===== src/rtl/pixel_proc_pkg.sv =====
// pixel_proc_pkg: shared encodings for the pixel_proc_stream block.
//   mode_e  : per-pixel operation select (cfg_mode encodings; 6 and 7 are pass-through)
//   state_e : frame sequencing FSM states
package pixel_proc_pkg;

    typedef enum logic [2:0] {
        MODE_PASS   = 3'd0,
        MODE_ADD    = 3'd1,
        MODE_SUB    = 3'd2,
        MODE_GRAY   = 3'd3,
        MODE_INV    = 3'd4,
        MODE_THRESH = 3'd5
    } mode_e;

    typedef enum logic [1:0] {
        IDLE  = 2'd0,
        RUN   = 2'd1,
        DRAIN = 2'd2,
        DONE  = 2'd3
    } state_e;

endpackage


===== src/rtl/pix_op.sv =====
// pix_op: purely combinational per-pixel arithmetic unit.
// Ports:
//   mode            in  3   operation select (mode_e encodings)
//   value           in  DW  brightness offset / threshold
//   in_r/in_g/in_b  in  DW  source pixel
//   out_r/g/b       out DW  processed pixel
// Optional feature: define THRESHOLD_EN to build the mode-5 threshold
// comparator; without it mode 5 is pass-through.
module pix_op
    import pixel_proc_pkg::*;
#(
    parameter int DW = 8
) (
    input  logic [2:0]    mode,
    input  logic [DW-1:0] value,
    input  logic [DW-1:0] in_r,
    input  logic [DW-1:0] in_g,
    input  logic [DW-1:0] in_b,
    output logic [DW-1:0] out_r,
    output logic [DW-1:0] out_g,
    output logic [DW-1:0] out_b
);

    localparam int SW = DW + 2;

    logic [SW-1:0] sum3;
    logic [DW-1:0] gray;
    logic [DW-1:0] thresh;

    // 3*(2^DW-1) fits in DW+2 bits, and the quotient always fits back in DW.
    assign sum3 = {2'b00, in_r} + {2'b00, in_g} + {2'b00, in_b};
    assign gray = DW'(sum3 / SW'(3));

`ifdef THRESHOLD_EN
    assign thresh = (gray > value) ? '1 : '0;
`else
    assign thresh = '0;
`endif

    function automatic logic [DW-1:0] ch_op(
        input logic [2:0]    m,
        input logic [DW-1:0] x,
        input logic [DW-1:0] v,
        input logic [DW-1:0] g,
        input logic [DW-1:0] t
    );
        logic [SW-1:0] add_s;
        logic [SW-1:0] sub_s;
        logic [DW-1:0] res;
        add_s = {2'b00, x} + {2'b00, v};
        sub_s = {2'b00, x} - {2'b00, v};
        res   = x;
        case (m)
            // Carry into bit DW means the sum passed 2^DW-1.
            MODE_ADD:  res = add_s[DW] ? '1 : add_s[DW-1:0];
            // Both operands are < 2^DW, so a set MSB means a borrow.
            MODE_SUB:  res = sub_s[SW-1] ? '0 : sub_s[DW-1:0];
            MODE_GRAY: res = g;
            MODE_INV:  res = ~x;
`ifdef THRESHOLD_EN
            MODE_THRESH: res = t;
`endif
            default:   res = x;
        endcase
`ifndef THRESHOLD_EN
        res = res | (t & '0);
`endif
        return res;
    endfunction

    always_comb begin
        out_r = ch_op(mode, in_r, value, gray, thresh);
        out_g = ch_op(mode, in_g, value, gray, thresh);
        out_b = ch_op(mode, in_b, value, gray, thresh);
    end

endmodule


===== src/rtl/pixel_proc_stream.sv =====
// pixel_proc_stream: frame-based streaming pixel processor.
// A start pulse in IDLE latches the frame config; width*height pixels are then
// accepted over a valid/ready input, processed by pix_op across a 2-stage
// pipeline, and emitted with row/col coordinates over a valid/ready output.
// Ports:
//   HCLK, HRESETn                 clock, async active-low reset
//   start, cfg_mode/value/width/height   frame start + config (latched on start)
//   in_valid/in_ready, in_r/g/b   input pixel stream
//   out_valid/out_ready, out_r/g/b, out_row/out_col, out_last   output stream
//   busy, done                    frame status (done is a 1-cycle pulse)
// Optional feature: THRESHOLD_EN enables the mode-5 threshold in pix_op.
module pixel_proc_stream #(
    parameter int DW         = 8,
    parameter int MAX_WIDTH  = 768,
    parameter int MAX_HEIGHT = 512,
    parameter int CW         = 11
) (
    input  logic          HCLK,
    input  logic          HRESETn,
    input  logic          start,
    input  logic [2:0]    cfg_mode,
    input  logic [DW-1:0] cfg_value,
    input  logic [CW-1:0] cfg_width,
    input  logic [CW-1:0] cfg_height,
    input  logic          in_valid,
    output logic          in_ready,
    input  logic [DW-1:0] in_r,
    input  logic [DW-1:0] in_g,
    input  logic [DW-1:0] in_b,
    output logic          out_valid,
    input  logic          out_ready,
    output logic [DW-1:0] out_r,
    output logic [DW-1:0] out_g,
    output logic [DW-1:0] out_b,
    output logic [CW-1:0] out_row,
    output logic [CW-1:0] out_col,
    output logic          out_last,
    output logic          busy,
    output logic          done
);
    import pixel_proc_pkg::*;

    localparam int STAGES = 2;

    state_e state_q, state_d;
    logic [2:0]    mode_q, mode_d;
    logic [DW-1:0] value_q, value_d;
    logic [CW-1:0] width_q, width_d, height_q, height_d;
    logic [CW-1:0] row_q, row_d, col_q, col_d;
    logic [STAGES:1] vld_pipe_q, vld_pipe_d;
    logic [DW-1:0] s1_r_q, s1_r_d, s1_g_q, s1_g_d, s1_b_q, s1_b_d;
    logic [CW-1:0] s1_row_q, s1_row_d, s1_col_q, s1_col_d;
    logic          s1_last_q, s1_last_d;
    logic [DW-1:0] s2_r_q, s2_r_d, s2_g_q, s2_g_d, s2_b_q, s2_b_d;
    logic [CW-1:0] s2_row_q, s2_row_d, s2_col_q, s2_col_d;
    logic          s2_last_q, s2_last_d;
    logic          busy_q, busy_d, done_q, done_d;

    logic          adv1, adv2, accept, last_pix, col_wrap, cfg_ok;
    logic [DW-1:0] op_r, op_g, op_b;

    // Stage 2 moves when empty or drained downstream; stage 1 moves when
    // empty or when stage 2 is moving.
    assign adv2     = !vld_pipe_q[2] || out_ready;
    assign adv1     = !vld_pipe_q[1] || adv2;
    assign in_ready = (state_q == RUN) && adv1;
    assign accept   = in_valid && in_ready;
    assign col_wrap = (col_q == width_q - CW'(1));
    assign last_pix = col_wrap && (row_q == height_q - CW'(1));
    assign cfg_ok   = (cfg_width != '0) && (cfg_height != '0) &&
                      (cfg_width <= CW'(MAX_WIDTH)) && (cfg_height <= CW'(MAX_HEIGHT));

    pix_op #(.DW(DW)) u_pix_op (
        .mode  (mode_q),
        .value (value_q),
        .in_r  (s1_r_q),
        .in_g  (s1_g_q),
        .in_b  (s1_b_q),
        .out_r (op_r),
        .out_g (op_g),
        .out_b (op_b)
    );

    always_comb begin
        state_d    = state_q;
        mode_d     = mode_q;
        value_d    = value_q;
        width_d    = width_q;
        height_d   = height_q;
        row_d      = row_q;
        col_d      = col_q;
        vld_pipe_d = vld_pipe_q;
        s1_r_d = s1_r_q;  s1_g_d = s1_g_q;  s1_b_d = s1_b_q;
        s1_row_d = s1_row_q;  s1_col_d = s1_col_q;  s1_last_d = s1_last_q;
        s2_r_d = s2_r_q;  s2_g_d = s2_g_q;  s2_b_d = s2_b_q;
        s2_row_d = s2_row_q;  s2_col_d = s2_col_q;  s2_last_d = s2_last_q;

        case (state_q)
            IDLE: begin
                if (start && cfg_ok) begin
                    state_d  = RUN;
                    mode_d   = cfg_mode;
                    value_d  = cfg_value;
                    width_d  = cfg_width;
                    height_d = cfg_height;
                    row_d    = '0;
                    col_d    = '0;
                end
            end
            RUN: begin
                if (accept) begin
                    if (col_wrap) begin
                        col_d = '0;
                        row_d = row_q + CW'(1);
                    end else begin
                        col_d = col_q + CW'(1);
                    end
                    if (last_pix) state_d = DRAIN;
                end
            end
            DRAIN: begin
                if (vld_pipe_q == '0) state_d = DONE;
            end
            DONE: state_d = IDLE;
            default: state_d = IDLE;
        endcase

        if (adv1) begin
            vld_pipe_d[1] = accept;
            if (accept) begin
                s1_r_d = in_r;  s1_g_d = in_g;  s1_b_d = in_b;
                s1_row_d  = row_q;
                s1_col_d  = col_q;
                s1_last_d = last_pix;
            end
        end
        if (adv2) begin
            vld_pipe_d[2] = vld_pipe_q[1];
            if (vld_pipe_q[1]) begin
                s2_r_d = op_r;  s2_g_d = op_g;  s2_b_d = op_b;
                s2_row_d  = s1_row_q;
                s2_col_d  = s1_col_q;
                s2_last_d = s1_last_q;
            end
        end

        busy_d = (state_d == RUN) || (state_d == DRAIN);
        done_d = (state_d == DONE);
    end

    always_ff @(posedge HCLK or negedge HRESETn) begin
        if (!HRESETn) begin
            state_q    <= IDLE;
            mode_q     <= '0;
            value_q    <= '0;
            width_q    <= '0;
            height_q   <= '0;
            row_q      <= '0;
            col_q      <= '0;
            vld_pipe_q <= '0;
            s1_r_q <= '0;  s1_g_q <= '0;  s1_b_q <= '0;
            s1_row_q <= '0;  s1_col_q <= '0;  s1_last_q <= 1'b0;
            s2_r_q <= '0;  s2_g_q <= '0;  s2_b_q <= '0;
            s2_row_q <= '0;  s2_col_q <= '0;  s2_last_q <= 1'b0;
            busy_q     <= 1'b0;
            done_q     <= 1'b0;
        end else begin
            state_q    <= state_d;
            mode_q     <= mode_d;
            value_q    <= value_d;
            width_q    <= width_d;
            height_q   <= height_d;
            row_q      <= row_d;
            col_q      <= col_d;
            vld_pipe_q <= vld_pipe_d;
            s1_r_q <= s1_r_d;  s1_g_q <= s1_g_d;  s1_b_q <= s1_b_d;
            s1_row_q <= s1_row_d;  s1_col_q <= s1_col_d;  s1_last_q <= s1_last_d;
            s2_r_q <= s2_r_d;  s2_g_q <= s2_g_d;  s2_b_q <= s2_b_d;
            s2_row_q <= s2_row_d;  s2_col_q <= s2_col_d;  s2_last_q <= s2_last_d;
            busy_q     <= busy_d;
            done_q     <= done_d;
        end
    end

    assign out_valid = vld_pipe_q[2];
    assign out_r     = s2_r_q;
    assign out_g     = s2_g_q;
    assign out_b     = s2_b_q;
    assign out_row   = s2_row_q;
    assign out_col   = s2_col_q;
    assign out_last  = s2_last_q;
    assign busy      = busy_q;
    assign done      = done_q;

endmodule


===== config.mk =====
export PLATFORM = sky130hd
export DESIGN_NAME = pixel_proc_stream
export DESIGN_NICKNAME = d
export VERILOG_FILES = /design/src/rtl/pixel_proc_pkg.sv /design/src/rtl/pix_op.sv /design/src/rtl/pixel_proc_stream.sv
export SDC_FILE = /design/constraint.sdc
export NUM_CORES = 1
export LEC_CHECK = 0
export CORE_MARGIN = 2
export CORE_UTILIZATION = 62
export CTS_BUF_LIST = sky130_fd_sc_hd__clkbuf_8 sky130_fd_sc_hd__clkbuf_16
export DETAILED_ROUTE_END_ITERATION = 8
export PLACE_DENSITY = 0.86
export SYNTH_ARGS = -nofsm -noshare
export SYNTH_HDL_FRONTEND = slang
export SYNTH_SLANG_ARGS = --single-unit

===== constraint.sdc =====
create_clock -name HCLK -period 9.7 [get_ports HCLK]
set_clock_uncertainty 0.05 [all_clocks]
set_input_delay 1.94 -clock HCLK [delete_from_list [all_inputs] [get_ports HCLK]]
set_output_delay 1.94 -clock HCLK [all_outputs]
set_load 0.1 [all_outputs]

==> key figures <==
Status
  • Run status: completed

Logic synthesis
  • Number of nets produced by synthesis: 1346
  • Register bit count reported by yosys: 155
  • Post-Synthesis Cells: 1205
  • Synthesized area per cell: 8.81 um2
  • Post-synth EDFFs: 0
  • Post-Syn Area: 10600 um2
  • Total number of yosys warnings: 0
  • Async set or reset register ratio after synthesis: 100%
  • Top_reg_cell synth: dfrtp_1
  • Post-synthesis sequential area ratio: 36.5%
  • Synth unique cells: 72

Setup path
  • Worst-path maximum fanout: 13
  • Buffering stage count on the worst path with inverters included: 0
  • Critical Path Sink Type: register
  • Chain of cells forming the critical path: ha_1 > a21o_1 > a21oi_1 > o21bai_1 > a21oi_1 > xnor2_1 > ha_1 > o211ai_1 > o21ai_4 > xor2_1 > nand2_1 > a21o_1 > a32oi_2 > o21ai_0 > o311a_1 > a22oi_4 > xnor2_1 > ha_1 > a21oi_1 > and3_1 > a211oi_1 > o31ai_1 > a21oi_1
  • Longest individual stage delay on the worst path: 760 ps
  • Worst Setup Start Kind: register
  • Crit-path leading delay family: compound AO/OA/AOI/OAI gates
  • Cell occurring most often along the worst timing path: a21oi_1
  • Arr. time, crit path: 6840 ps
  • Type of the setup path with the least slack: register to register
  • Worst EP required: 10020 ps
  • Slowest library cell on the worst path: xor2_1

Floorplan
  • Site Rows: 47
  • Core ar.: 16600 um2
  • Starting Density: 63.8%
  • DIE WIDTH: 135 um
  • I/O pin total: 113
  • Area enclosed by the die boundary: 18200 um2
  • Die span in y: 135 um

Route
  • Number of vias per cell after detailed routing: 6.22
  • Post-route ant nets: 0
  • Via total after detailed routing: 9467
  • Final routed wirelength across all metal layers: 28200 um
  • Initial DRC Count: 950
  • Final routed DRC violation total: 0
  • Average wire per cell in the routed design: 18.5 um
  • DR pass1 iterations: 5

Clocking
  • Cell chosen for the clock root: clkbuf_16
  • Clock latency on the worst-skew pair: 440 ps
  • Total number of H-tree levels: 4
  • Clock sink count: 155
  • Clock transition at the registers of the reported paths: 70 ps
  • Number of buffers inserted during clock tree synthesis: 17
  • CTS hold repair buffers: 0
  • Number of resized instances in the post-cts repair step: 0
  • Maximum buffer depth of the clock tree: 2
  • Post-CTS Setup Repair Bufs: 0
  • Clock tree from TritonCTS: built

Place
  • Total half-perimeter wirelength after legalization and detailed placement: 19600 um
  • Cell count after placement: 1489
  • Total of buffers placed on input and output ports: 112
  • GPL Wtd Cong: 0.921

Hold path
  • Hold/Removal Path Class: register to register

Global routing
  • Number of antenna violations at the first check in global routing: 0
  • Aggregate global-route resource usage: 31.9%
  • Residual overflow from global routing: 0
  • Maximum number of pins on one net before global-route repair: 91
  • Wire length of the first global-routing pass: 45300 um
  • Most Crowded Layer GR: met2
  • Met2 Use GR: 48.2%
  • Global routing usage on met3: 4.88%
  • Number of global-route vias before repair: 9012
  • Met1 track utilization from global routing: 46.1%

Timing
  • Number of pins exceeding their max-slew limit in the final report: 0
  • Count of endpoints failing setup in the final report: 0
  • Number of failing hold endpoints at the final stage: 0
  • Worst slew margin relative to its limit: 22.3%
  • Transition at the pin with the smallest max-transition slack: 1160 ps
  • Max Freq: 0.153 GHz
  • Fin Setup TNS: 0 ps
  • Final Critical Period: 6530 ps
  • Final period util: 67.3%
  • Unrepaired setup endpoints after global routing: false

Layout
  • Number of filler cells placed in the layout: 1171
  • Area used by multi-input combinational logic: 6320 um2
  • Sequential cell area: 3880 um2
  • Area delta synth->final: 17.3%
  • Number of inserted diodes: 0
  • Final-stage net count: 1429
  • Count of placed standard cells in the final layout, fillers left out: 1521
  • Share of post-route cells with drive strength above 1: 8.07%

Flow run
  • MaxCap Viol Count: 0
path summary, 6_finish.rpt:
kind | startpoint | endpoint | slack (ps) | cells past startpoint
max in group asynchronous | HRESETn | row_q[7] | 6740 | 2
min | s1_row_q[3] | out_row[3] | 410 | 2
min in group asynchronous | HRESETn | s1_g_q[5] | 1520 | 1
max | s1_r_q[1] | out_g[0] | 3170 | 23
min reg2reg | s1_row_q[3] | out_row[3] | 410 | 2
max reg2reg | s1_r_q[1] | out_g[0] | 3170 | 23
cells in the mapped netlist, types with 19 or more instances:
library cell,instances,share of area (%)
a21o_1,30,2.1
a21oi_1,72,3.4
clkbuf_1,41,1.4
dfrtp_1,155,37
ha_1,71,8.4
inv_1,52,1.8
mux2_2,46,4.9
nand2_1,218,7.7
nand3_1,19,0.90
nor2_1,83,2.9
o21ai_0,54,2.5
xnor2_1,67,5.5
xor2_1,35,2.9
registers in the layout (all words and copies together), names as in the netlist, 11 cells and up:
signal	count
col_q	11
width_q	11
out_col	11
height_q	11
row_q	11
s1_col_q	11
out_row	11
s1_row_q	11
layout by cell type (no fill, tap or decap), types with 35 or more instances in the layout:
master / netlist / routed
mux2_2: 46 / 46
xor2_1: 35 / 35
nand2_1: 218 / 216
o21ai_0: 54 / 54
a21oi_1: 72 / 72
dfrtp_1: 155 / 155
inv_1: 52 / 52
xnor2_1: 67 / 67
nor2_1: 83 / 83
ha_1: 71 / 71
clkdlybuf4s50_1: 0 / 111
worst reg2reg max path, delay by kind of cell, from the launching register on:
family,cells,cell delay (ps)
compound gates,15,3550
xor+xnor,3,1030
fa+ha+maj,3,1040
flops,1,480
simple gates,2,300
area by class of cell:
cell class	instances	share of cell area [%]
clock buffer	17	3.42
clock inverter	15	1.43
inverter	53	1.60
multi-input combinational	942	50.8
sequential	155	31.1
tap	220	2.21
timing repair buffer	119	9.43
stage by stage:
stage	setup WS (ps)	instance area, um2	hold WS [ps]	utilization [%]
floorplan	4050	10600	383	-
global placement	3550	11900	393	71.2
detailed placement	3350	11900	400	71.2
CTS	3300	12500	415	74.8
global route	2650	12500	443	74.8
finish	3170	12500	413	74.8
routing by layer:
| metal | wire, um | up-vias |
|---|---|---|
| li1 | - | 4381 |
| met5 | 0 | - |
| met4 | 987 | 0 |
| met1 | 12500 | 4582 |
| met2 | 12600 | 418 |
| met3 | 2040 | 86 |
cell families (layout without fill, tap and decap cells):
group	Yosys count	count (layout)	share of synthesized area (%)
and+or+nand+nor	410	410	17.0
AOI/OAI and AO/OA	300	300	18.8
DFF	155	155	36.5
buffers and inverters	108	204	3.96
xor gates and xnor gates	103	103	8.57
adders and majority gates	79	79	9.88
muxes	50	50	5.26
Power is not shown: default switching activity piles up to over one toggle a cycle in this logic, so the estimate is an artifact.
